File: src/rtl/mac_pkg.sv
// Shared constants for the multiply-accumulate datapath: default widths and the
// accumulator FSM state encoding. Optional feature macro: PRODUCT_ACCUMULATOR_SATURATE_EN.
package mac_pkg;

    localparam int PROD_W  = 64;
    localparam int GUARD_W = 8;
    localparam int ACC_W   = PROD_W + GUARD_W;

    typedef logic [1:0] state_t;

    localparam state_t IDLE  = 2'd0;
    localparam state_t ACCUM = 2'd1;
    localparam state_t HOLD  = 2'd2;

endpackage

File: src/rtl/acc_adder.sv
// Combinational W-bit ripple-carry adder in the style of the sixtyFourBitAdder,
// widened to the accumulator and exposing the carry-out for overflow detection.
module acc_adder #(
    parameter int W = mac_pkg::ACC_W
) (
    input  logic [W-1:0] a,
    input  logic [W-1:0] b,
    output logic [W-1:0] sum,
    output logic         carry_out
);
    import mac_pkg::*;

    logic carry;

    always_comb begin
        carry = 1'b0;
        sum   = '0;
        for (int i = 0; i < W; i++) begin
            sum[i] = a[i] ^ b[i] ^ carry;
            carry  = (a[i] & b[i]) | (carry & (a[i] ^ b[i]));
        end
        carry_out = carry;
    end

endmodule

File: src/rtl/product_accumulator.sv
// Accumulates a stream of multiplier products behind a valid/ready handshake and
// presents the sum downstream. Optional feature macro: PRODUCT_ACCUMULATOR_SATURATE_EN.
module product_accumulator #(
    parameter int PROD_W    = mac_pkg::PROD_W,
    parameter int GUARD_W   = mac_pkg::GUARD_W,
    parameter int MAX_TERMS = 256
) (
    input  logic                          clk,
    input  logic                          reset,
    input  logic                          clear,
    input  logic                          in_valid,
    output logic                          in_ready,
    input  logic [PROD_W-1:0]             in_product,
    input  logic                          in_last,
    output logic                          out_valid,
    input  logic                          out_ready,
    output logic [PROD_W+GUARD_W-1:0]     acc_out,
    output logic [$clog2(MAX_TERMS):0]    term_count,
    output logic                          overflow
);
    import mac_pkg::*;

    localparam int SUM_W = PROD_W + GUARD_W;
    localparam int CNT_W = $clog2(MAX_TERMS) + 1;

    state_t             state;
    logic [SUM_W-1:0]   acc;
    logic [SUM_W-1:0]   add_sum;
    logic [SUM_W-1:0]   acc_next;
    logic               carry;
    logic [CNT_W-1:0]   count;
    logic [CNT_W-1:0]   count_next;
    logic               ovf;
    logic               accept;
    logic               reach_max;

    acc_adder #(.W(SUM_W)) u_acc_adder (
        .a         (acc),
        .b         ({{GUARD_W{1'b0}}, in_product}),
        .sum       (add_sum),
        .carry_out (carry)
    );

    assign in_ready   = (state != HOLD);
    assign out_valid  = (state == HOLD);
    assign accept     = in_valid && in_ready && !clear;
    assign count_next = count + CNT_W'(1);
    assign reach_max  = (count_next == CNT_W'(MAX_TERMS));

    // Saturating builds pin the sum at all-ones for the rest of the sequence once it overflows.
`ifdef PRODUCT_ACCUMULATOR_SATURATE_EN
    assign acc_next = (carry || ovf) ? '1 : add_sum;
`else
    assign acc_next = add_sum;
`endif

    always_ff @(posedge clk or posedge reset) begin
        if (reset) begin
            state <= IDLE;
            acc   <= '0;
            count <= '0;
            ovf   <= 1'b0;
        end else if (clear) begin
            state <= IDLE;
            acc   <= '0;
            count <= '0;
            ovf   <= 1'b0;
        end else if (state == HOLD) begin
            if (out_ready) begin
                state <= IDLE;
                acc   <= '0;
                count <= '0;
                ovf   <= 1'b0;
            end
        end else if (accept) begin
            acc   <= acc_next;
            count <= count_next;
            ovf   <= ovf | carry;
            state <= (in_last || reach_max) ? HOLD : ACCUM;
        end
    end

    assign acc_out    = acc;
    assign term_count = count;
    assign overflow   = ovf;

endmodule
File: config.mk
export PLATFORM = sky130hd
export DESIGN_NAME = product_accumulator
export DESIGN_NICKNAME = d
export VERILOG_FILES = /design/src/rtl/mac_pkg.sv /design/src/rtl/acc_adder.sv /design/src/rtl/product_accumulator.sv
export SDC_FILE = /design/constraint.sdc
export NUM_CORES = 1
export LEC_CHECK = 0
export ABC_AREA = 1
export BUFFER_PORTS_ARGS = -buffer_cell sky130_fd_sc_hd__clkbuf_2
export CAP_MARGIN = 20
export CORE_UTILIZATION = 47
export CTS_CLUSTER_SIZE = 20
export DETAILED_ROUTE_END_ITERATION = 10
export PLACE_DENSITY_LB_ADDON = 0.08
export SLEW_MARGIN = 20
export SYNTH_ARGS = -nofsm -noshare
export SYNTH_HDL_FRONTEND = slang
export SYNTH_SLANG_ARGS = --single-unit
File: constraint.sdc
create_clock -name clk -period 26.8 [get_ports clk]
set_clock_uncertainty 0.1 [all_clocks]
set_input_delay 5.36 -clock clk [delete_from_list [all_inputs] [get_ports clk]]
set_output_delay 5.36 -clock clk [all_outputs]
set_load 0.02 [all_outputs]
==> results of run 1 <==
final cells by class:
| cell class | instances | area (µm²) | share of cell area |
|---|---|---|---|
| multi-input combinational | 205 | 2580 | 0.406 |
| sequential | 84 | 2100 | 0.331 |
| timing repair buffer | 155 | 791 | 0.124 |
| inverter | 140 | 527 | 0.0829 |
| tap | 136 | 170 | 0.0268 |
| clock buffer | 13 | 149 | 0.0234 |
| clock inverter | 2 | 35.0 | 0.00552 |
final timing paths:
check | slack (ps) | to
max | -1760 | acc_out[71]$_DFFE_PP0P_
max reg2reg | 2880 | acc_out[71]$_DFFE_PP0P_
max in group asynchronous | 20580 | acc_out[45]$_DFFE_PP0P_
min reg2reg | 410 | state[1]$_DFFE_PP0P_
min in group asynchronous | 4910 | acc_out[12]$_DFFE_PP0P_
min | 410 | state[1]$_DFFE_PP0P_
layout by cell type (no fill, tap or decap):
| cell | n |
|---|---|
| nand2_4 | 1 |
| a21oi_1 | 3 |
| inv_2 | 7 |
| nor2_4 | 2 |
| inv_1 | 132 |
| a21oi_2 | 1 |
| xor2_1 | 1 |
| o21ai_0 | 3 |
| nand3_1 | 9 |
| clkbuf_1 | 3 |
| bufinv_16 | 1 |
| buf_4 | 2 |
| nor2_1 | 5 |
| clkbuf_8 | 10 |
| nand4_1 | 1 |
| nor2_2 | 1 |
| nand2_1 | 25 |
| nor3b_2 | 1 |
| dfrtp_1 | 84 |
| buf_8 | 1 |
| a22o_1 | 11 |
| nand3_4 | 1 |
| fa_2 | 63 |
| clkbuf_2 | 152 |
| o22ai_2 | 20 |
| ha_4 | 9 |
| clkinv_2 | 2 |
| o22ai_1 | 47 |
| ha_1 | 1 |
flip-flops by register name (all words and copies together) (netlist names):
register / count
overflow: 1
acc_out: 72
term_count: 9
state: 2
cell usage after synthesis (all sizes together):
cell,instances,share of area
a21oi,4,0.0047
a22o,11,0.019
buf,16,0.021
dfrtp,84,0.42
fa,63,0.25
ha,10,0.025
inv,140,0.10
nand2,26,0.021
nand3,10,0.012
nand4,1,0.0012
nor2,8,0.0094
nor3b,1,0.0025
o21ai,3,0.0030
o22ai,67,0.11
xor2,1,0.0017
report_power, final:
group	internal, W	total, W	switching (W)
Sequential	0.000143	0.000154	0.0000111
Combinational	0.0000574	0.000141	0.0000835
Clock	0.0000452	0.0000905	0.0000453
what timing repair did:
| item | 4_1_cts | 5_1_grt |
|---|---|---|
| hold buffers | 0 | 0 |
| pin swaps | 1 | 1 |
| gates resized for setup | 2 | 1 |
| endpoints found under the setup margin | 12 | 13 |
per-layer routing:
metal | up-vias | GRT usage | wire length [µm]
met2 | 105 | 0.327 | 4980
li1 | 1683 | - | -
met4 | 0 | 0.0804 | 178
met5 | - | 0 | 0
met3 | 12 | 0.0501 | 673
met1 | 1753 | 0.286 | 4580
through the flow:
| step | setup TNS [ps] | power (W) | cell area (µm²) | hold WS [ps] | util |
|---|---|---|---|---|---|
| floorplan | -10070 | 0.000257 | 5300 | 369 | - |
| global placement | -16510 | 0.000295 | 6150 | 388 | 0.593 |
| detailed placement | -19040 | 0.000298 | 6150 | 391 | 0.593 |
| CTS | -14310 | 0.000392 | 6350 | 413 | 0.612 |
| global route | -20310 | 0.000415 | 6350 | 438 | 0.613 |
| finish | -13860 | 0.000386 | 6350 | 409 | 0.613 |
worst reg2reg max path: cells and delay by family, from the launching register on:
kind	cells	cell delay, ps
flops	1	410
compound gates	1	190
buf+inv	2	90
fa+ha+maj	72	23030
logic make-up (layout without fill, tap and decap cells):
logic type / after synthesis / after routing / share of synthesized area
AO/OA/AOI/OAI: 85 / 85 / 0.135
XOR/XNOR: 1 / 1 / 0.00174
AND/OR/NAND/NOR: 46 / 46 / 0.0464
flip-flops: 84 / 84 / 0.417
buffers and inverters: 156 / 310 / 0.125
adder cells (fa/ha/maj): 73 / 73 / 0.275
==> impl_metrics.py, run 1 <==
metrics = {
    "status": {
        "outcome": "finished, violations left",
        "violations": "negative setup slack",
    },
    "clock_tree": {
        "clk_pin_slew_ps": 90,
        "cts_buffers": 9,
        "cts_tree": "yes",
        "clkLatencyLatePin_ps": 350,
        "postCtsSetupRepairBufs": 0,
        "clock_sinks": 84,
        "clock_path_buffers": 2,
        "root_buffer": "clkbuf_8",
        "h-tree-depth": 3,
    },
    "sta": {
        "worst_slack_ps": -1760,
        "timing.final.crit_share": 1.07,
        "relSlewSlack": 0.313,
        "fmax_ghz": 0.0350,
        "tightest_slew_ps": 1030,
        "min_period_ps": 28560,
        "rsz0062_at_grt": "true",
        "hold_viol": 0,
        "drv_slew": 0,
        "setup_viol": 12,
    },
    "place": {
        "dpl.cell_count": 720,
        "place_ws_ps": -2180,
        "gp_congestion": 0.785,
        "hpwl_um": 7560,
        "numPortBuffers": 153,
    },
    "setup_path": {
        "r2r-start": "acc_out[0]$_DFFE_PP0P_",
        "cp_max_fo": 1,
        "crit_start": "in_product[0]",
        "worstSetupPathType": "in2reg",
        "cpMostUsedCell": "fa_2",
        "crit_cells": 76,
        "critPathMaxStageDelay_ps": 360,
        "cp_num_buf_inv": 3,
        "crit_arrival_ps": 28710,
        "crit_path_start_kind": "primary input",
        "crit_family": "adder cells",
        "worstPathRequired_ps": 26950,
        "r2r_cells": 75,
        "crit_path_top_delay_cell": "fa_2",
        "endpoint_kind": "flop",
    },
    "cells_and_area": {
        "drive_gt1_frac": 0.457,
        "antenna_cells": 0,
        "area_growth_syn_to_layout_pct": 26.0,
        "nets": 738,
        "fill_cells": 925,
        "fin_cells": 735,
    },
    "power_and_ir_drop": {
        "peakVddDrop_mv": 0.0301,
        "powerDensity_nw_per_um2": 60.7,
        "p_leak_nw": 3.05,
    },
    "floorplan": {
        "initial_core_util": 0.486,
        "io_pins": 154,
        "dieArea_um2": 11100,
        "rows": 37,
        "die_y_um": 106,
        "fp.dieW_um": 106,
        "core_area_um2": 10400,
    },
    "routing": {
        "wl_per_cell_um": 14.2,
        "drtIter0Drc": 110,
        "ant_nets": 0,
        "drt-vias-per-instance": 4.83,
        "firstDrtPassIters": 4,
        "routed_wl_um": 10400,
        "vias": 3553,
        "drc": 0,
    },
    "logic_synthesis": {
        "synth.cell_area_um2": 5040,
        "ys_warn_count": 0,
        "synthCells": 445,
        "synthDistinctLibCells": 24,
        "avgSynthCellArea_um2": 11.3,
        "yosysSeqAreaShare": 0.417,
        "ys_ff_latch": 84,
        "synth_nets": 588,
    },
    "worst_hold_path": {
        "hold_class": "reg2reg",
        "hold_path_startpoint": "state[1]$_DFFE_PP0P_",
        "min_path_cells": 2,
    },
    "global_route": {
        "first_global_vias": 3769,
        "track_usage": 0.209,
        "grt-ovfl-total": 0,
        "grt_antenna_before_repair": 0,
        "grt_max_degree": 72,
        "grt_pass1_wl_um": 18200,
    },
    "run": {
        "cap_violations": 0,
    },
}
No activity file was read; power rests on OpenSTA's default activity.
==> run 2, diff against run 1 <==
--- a/config.mk
+++ b/config.mk
@@ -8,6 +8,7 @@
 export ABC_AREA = 1
 export BUFFER_PORTS_ARGS = -buffer_cell sky130_fd_sc_hd__clkbuf_2
 export CAP_MARGIN = 20
+export CORE_ASPECT_RATIO = 1.4
 export CORE_UTILIZATION = 47
 export CTS_CLUSTER_SIZE = 20
 export DETAILED_ROUTE_END_ITERATION = 10
==> run 2 against run 1 <==
  * The run still ends with negative setup slack left
  * Hold slack worse by 7.1 ps
  * Worst setup slack worse by 28 ps
  * Combinational power about the same
  * Via count up 1.6%
  * Wire length up 1.9%
  * Largest power group unchanged
==> impl_metrics.py, run 2 (same netlist as run 1, synthesis figures left out) <==
metrics = {
    "place": {
        "hpwl_um": 7750,
        "place_ws_ps": -2150,
        "numPortBuffers": 153,
        "gp_congestion": 0.762,
    },
    "cells_and_area": {
        "nets": 738,
        "area_growth_syn_to_layout_pct": 29.3,
        "layout_common_cells": "clkbuf_2, inv_1, dfrtp_1",
        "final_common_cell": "clkbuf_2",
        "drive_gt1_frac": 0.462,
        "largest_reg_flops": 72,
        "antenna_cells": 0,
    },
    "sta": {
        "tightest_slew_ps": 1010,
        "drv_slew": 0,
        "min_period_ps": 28590,
        "setup_viol": 12,
        "timing.final.crit_share": 1.07,
        "fmax_ghz": 0.0350,
        "rsz0062_at_grt": "true",
        "relSlewSlack": 0.325,
        "hold_slack_ps": 402,
        "hold_viol": 0,
        "worst_slack_ps": -1790,
    },
    "routing": {
        "vias": 3609,
        "wl_per_cell_um": 14.4,
        "drc": 0,
        "routed_wl_um": 10600,
        "drtIter0Drc": 136,
        "ant_nets": 0,
        "firstDrtPassIters": 4,
        "drt-vias-per-instance": 4.89,
    },
    "clock_tree": {
        "root_buffer": "clkbuf_16",
        "postCtsSetupRepairBufs": 0,
        "clk_pin_slew_ps": 60,
        "clock_sinks": 84,
        "h-tree-depth": 3,
        "cts_tree": "yes",
        "cts_buffers": 9,
        "hold_buffers": 0,
        "clock_path_buffers": 2,
        "clkLatencyLatePin_ps": 330,
    },
    "setup_path": {
        "worstSetupPathType": "in2reg",
        "crit_path_top_delay_cell": "fa_2",
        "crit_path_start_kind": "primary input",
        "critPathMaxStageDelay_ps": 360,
        "cpMostUsedCell": "fa_2",
        "worstPathRequired_ps": 26920,
        "cp_max_fo": 1,
        "endpoint_kind": "flop",
        "crit_arrival_ps": 28710,
    },
    "power_and_ir_drop": {
        "powerDensity_nw_per_um2": 67.8,
        "peakVddDrop_mv": 0.0383,
        "p_leak_nw": 3.13,
        "power_w": 0.000442,
    },
    "floorplan": {
        "initial_core_util": 0.484,
        "dieArea_um2": 11100,
        "die_y_um": 125,
        "fp.dieW_um": 89.5,
        "io_pins": 154,
        "core_area_um2": 10400,
        "rows": 44,
    },
    "worst_hold_path": {
        "hold_class": "reg2reg",
    },
    "run": {
        "cap_violations": 0,
    },
    "global_route": {
        "grt_antenna_before_repair": 0,
        "grt_max_degree": 72,
        "track_usage": 0.210,
        "grt_pass1_wl_um": 17900,
        "first_global_vias": 3854,
        "grt-ovfl-total": 0,
    },
    "status": {
        "outcome": "finished, violations left",
        "violations": "negative setup slack",
    },
}
## run 2: cell types whose count changed in the layout (fill, tap and decap cells not counted)
cell,previous run,this run
bufinv_16,1,3
clkbuf_8,10,2
buf_6,0,1
clkbuf_1,3,1
buf_8,1,0
clkbuf_16,0,9
## run 2: timing repair
item                       CTS  global route
setup endpoints to repair   12            13
pin swaps                    1             0
gates resized for setup      0             2
cloned                       0             0
## run 2: power breakdown
part | internal [W] | switching (W)
Clock | 0.0000961 | 0.0000495
Combinational | 0.0000576 | 0.0000840
Sequential | 0.000144 | 0.0000110
Total | 0.000297 | 0.000145
## run 2: layout make-up
class / count / area, µm²
fillers: 871 / 3890
multi-input cells: 205 / 2580
flip-flops and latches: 84 / 2100
repair buffers: 155 / 787
inverters: 140 / 527
clock buffers: 12 / 256
well taps: 138 / 173
clock inverters: 4 / 95.1
## run 2: worst max-delay path: cells and delay by family
family | cells | cell delay, ps
compound gates | 1 | 200
fa+ha+maj | 72 | 22950
buf+inv | 3 | 160
## run 2: stage by stage
stage               cells  cell area (µm²)  setup TNS [ps]  utilization
floorplan             445             5300          -10070            -
global placement      722             6150          -17010        0.591
detailed placement    722             6150          -18730        0.591
CTS                   738             6500          -14780        0.625
global route          738             6520          -20620        0.627
finish                738             6520          -14300        0.627
## run 2: path summary, 6_finish.rpt
path / from / to / slack [ps] / cells after the start
worst max-delay path: in_product[0] / acc_out[71]$_DFFE_PP0P_ / -1790 / 76
worst min-delay path: state[1]$_DFFE_PP0P_ / state[1]$_DFFE_PP0P_ / 400 / 2
worst max register to register: acc_out[0]$_DFFE_PP0P_ / acc_out[71]$_DFFE_PP0P_ / 2870 / 75
worst min register to register: state[1]$_DFFE_PP0P_ / state[1]$_DFFE_PP0P_ / 400 / 2
max in group asynchronous: reset / acc_out[44]$_DFFE_PP0P_ / 20550 / 3
min in group asynchronous: reset / acc_out[48]$_DFFE_PP0P_ / 4950 / 2
## run 2: routing by layer
metal | vias up | routed length, µm | global-route usage
met5 | - | 0 | 0
met4 | 0 | 154 | 0.0598
met3 | 13 | 647 | 0.0590
met2 | 109 | 5490 | 0.356
met1 | 1801 | 4310 | 0.256
li1 | 1686 | - | -
==> run 3, diff against run 2 <==
--- a/config.mk
+++ b/config.mk
@@ -13,6 +13,7 @@
 export CTS_CLUSTER_SIZE = 20
 export DETAILED_ROUTE_END_ITERATION = 10
 export PLACE_DENSITY_LB_ADDON = 0.08
+export RECOVER_POWER = 50
 export SLEW_MARGIN = 20
 export SYNTH_ARGS = -nofsm -noshare
 export SYNTH_HDL_FRONTEND = slang
==> run 3 against run 2 <==
  * The run still ends with negative setup slack left
  * Hold slack about the same
  * Worst setup slack lost 3.9 ps
  * Non-clock buffer count unchanged
  * Total power is 0.85% lower
  * First-iteration DRC count decreased by 7.4%
  * Clock power is essentially flat
  * Register-to-register slack about the same
  * Final cell count unchanged
  * Highest routed layer unchanged
==> impl_metrics.py, run 3 (same netlist as run 1, synthesis figures left out) <==
metrics = {
    "place": {
        "place_ws_ps": -2150,
        "hpwl_um": 7750,
        "dpl.cell_count": 722,
        "gp_congestion": 0.762,
        "numPortBuffers": 153,
    },
    "power_and_ir_drop": {
        "p_leak_nw": 2.89,
        "intPower_w": 0.000293,
        "switching_share": 0.330,
        "p_clk_frac": 0.333,
        "peakVddDrop_mv": 0.0377,
        "powerDensity_nw_per_um2": 68.1,
        "p_comb_frac": 0.315,
        "switching_power_w": 0.000145,
        "power_w": 0.000438,
        "seqPwrFrac": 0.353,
    },
    "setup_path": {
        "crit_path_start_kind": "primary input",
        "critPathMaxStageDelay_ps": 370,
        "cp_num_buf_inv": 3,
        "cp_max_fo": 1,
        "crit_path_top_delay_cell": "fa_2",
        "crit_arrival_ps": 28720,
        "endpoint_kind": "flop",
        "worstPathRequired_ps": 26930,
        "cpMostUsedCell": "fa_2",
        "crit_family": "adder cells",
        "worstSetupPathType": "in2reg",
    },
    "global_route": {
        "grt-ovfl-total": 0,
        "grt_use_met2": 0.356,
        "grt_use_met1": 0.256,
        "grt_pass1_wl_um": 17900,
        "grt_max_degree": 72,
        "met3_usage": 0.0590,
        "grt_antenna_before_repair": 0,
        "first_global_vias": 3854,
        "track_usage": 0.210,
        "busiest_layer": "met2",
    },
    "sta": {
        "rsz0062_at_grt": "true",
        "worst_slack_ps": -1790,
        "min_period_ps": 28590,
        "drv_slew": 0,
        "fmax_ghz": 0.0350,
        "setup_viol": 12,
        "relSlewSlack": 0.0227,
        "hold_viol": 0,
        "timing.final.crit_share": 1.07,
        "tightest_slew_ps": 1460,
    },
    "floorplan": {
        "fp.dieW_um": 89.5,
        "rows": 44,
        "dieArea_um2": 11100,
        "initial_core_util": 0.484,
        "die_y_um": 125,
        "io_pins": 154,
        "core_area_um2": 10400,
    },
    "worst_hold_path": {
        "hold_class": "reg2reg",
    },
    "cells_and_area": {
        "drive_gt1_frac": 0.345,
        "largest_reg_flops": 72,
        "nets": 738,
        "fin_cells": 738,
        "post-route-util": 0.618,
        "layout_common_cells": "inv_1, dfrtp_1, clkbuf_2",
        "final_common_cell": "inv_1",
        "area_growth_syn_to_layout_pct": 27.6,
        "antenna_cells": 0,
    },
    "clock_tree": {
        "postCtsSetupRepairBufs": 0,
        "clock_path_buffers": 2,
        "hold_buffers": 0,
        "clkLatencyLatePin_ps": 330,
        "cts_buffers": 9,
        "root_buffer": "clkbuf_16",
        "cts_tree": "yes",
        "h-tree-depth": 3,
        "clock_sinks": 84,
        "clk_pin_slew_ps": 60,
    },
    "status": {
        "outcome": "finished, violations left",
        "violations": "negative setup slack",
    },
    "routing": {
        "routed_wl_um": 10600,
        "ant_nets": 0,
        "wl_per_cell_um": 14.4,
        "drt-vias-per-instance": 4.87,
        "drc": 0,
        "drtIter0Drc": 126,
        "vias": 3594,
        "firstDrtPassIters": 4,
    },
    "run": {
        "cap_violations": 0,
    },
}
run 3: cell types whose count changed in the layout (fill, tap and decap cells not counted):
cell,change
clkbuf_1,+70
clkbuf_2,-70
clkinv_2,-1
clkinvlp_2,+1
run 3: worst min-delay path, stage by stage (launching register included):
cell and delay [ps]:
dfrtp_1 350, nand2_1 60, nand2_1 60
run 3: what timing repair did:
item                                    4_1_cts  5_1_grt
endpoints found under the setup margin       12       13
pin swaps                                     1        0
resized for setup                             0        2
run 3: routing by layer:
layer	vias up	routed length [µm]
met5	-	0
met4	0	161
met3	15	648
met2	104	5480
met1	1793	4340
li1	1682	-
run 3: worst paths after layout:
kind                                         from                 endpoint  slack [ps]  cells after the start
setup / recovery                    in_product[0]  acc_out[71]$_DFFE_PP0P_       -1790                     76
hold / removal               state[1]$_DFFE_PP0P_     state[1]$_DFFE_PP0P_         400                      2
setup reg to reg           acc_out[0]$_DFFE_PP0P_  acc_out[71]$_DFFE_PP0P_        2870                     75
hold reg to reg              state[1]$_DFFE_PP0P_     state[1]$_DFFE_PP0P_         400                      2
max in group asynchronous                   reset  acc_out[44]$_DFFE_PP0P_       20040                      3
min in group asynchronous                   reset  acc_out[48]$_DFFE_PP0P_        5240                      2
run 3: layout make-up:
class / count / area, µm²
Clock buffer: 12 / 256
Clock inverter: 4 / 95.1
Fill cell: 899 / 3970
Inverter: 140 / 527
Multi-Input combinational cell: 205 / 2580
Sequential cell: 84 / 2100
Tap cell: 138 / 173
Timing Repair Buffer: 155 / 699
run 3: stage by stage:
step                setup TNS (ps)  hold slack (ps)  cell area, µm²
detailed placement          -18730              392            6150
finish                      -14340              402            6430
global route                -20620              463            6430
CTS                         -14780              408            6500
floorplan                   -10070              369            5300
global placement            -17010              385            6150
run 3: power groups by stage:
stage          Combinational [W]  Sequential [W]  Clock [W]
3_5_place_dp            0.000143        0.000157          0
4_1_cts                 0.000144        0.000155   0.000149
2_1_floorplan          0.0000804        0.000176          0
6_report                0.000138        0.000154   0.000146
5_1_grt                 0.000156        0.000157   0.000153
3_3_place_gp            0.000140        0.000156          0
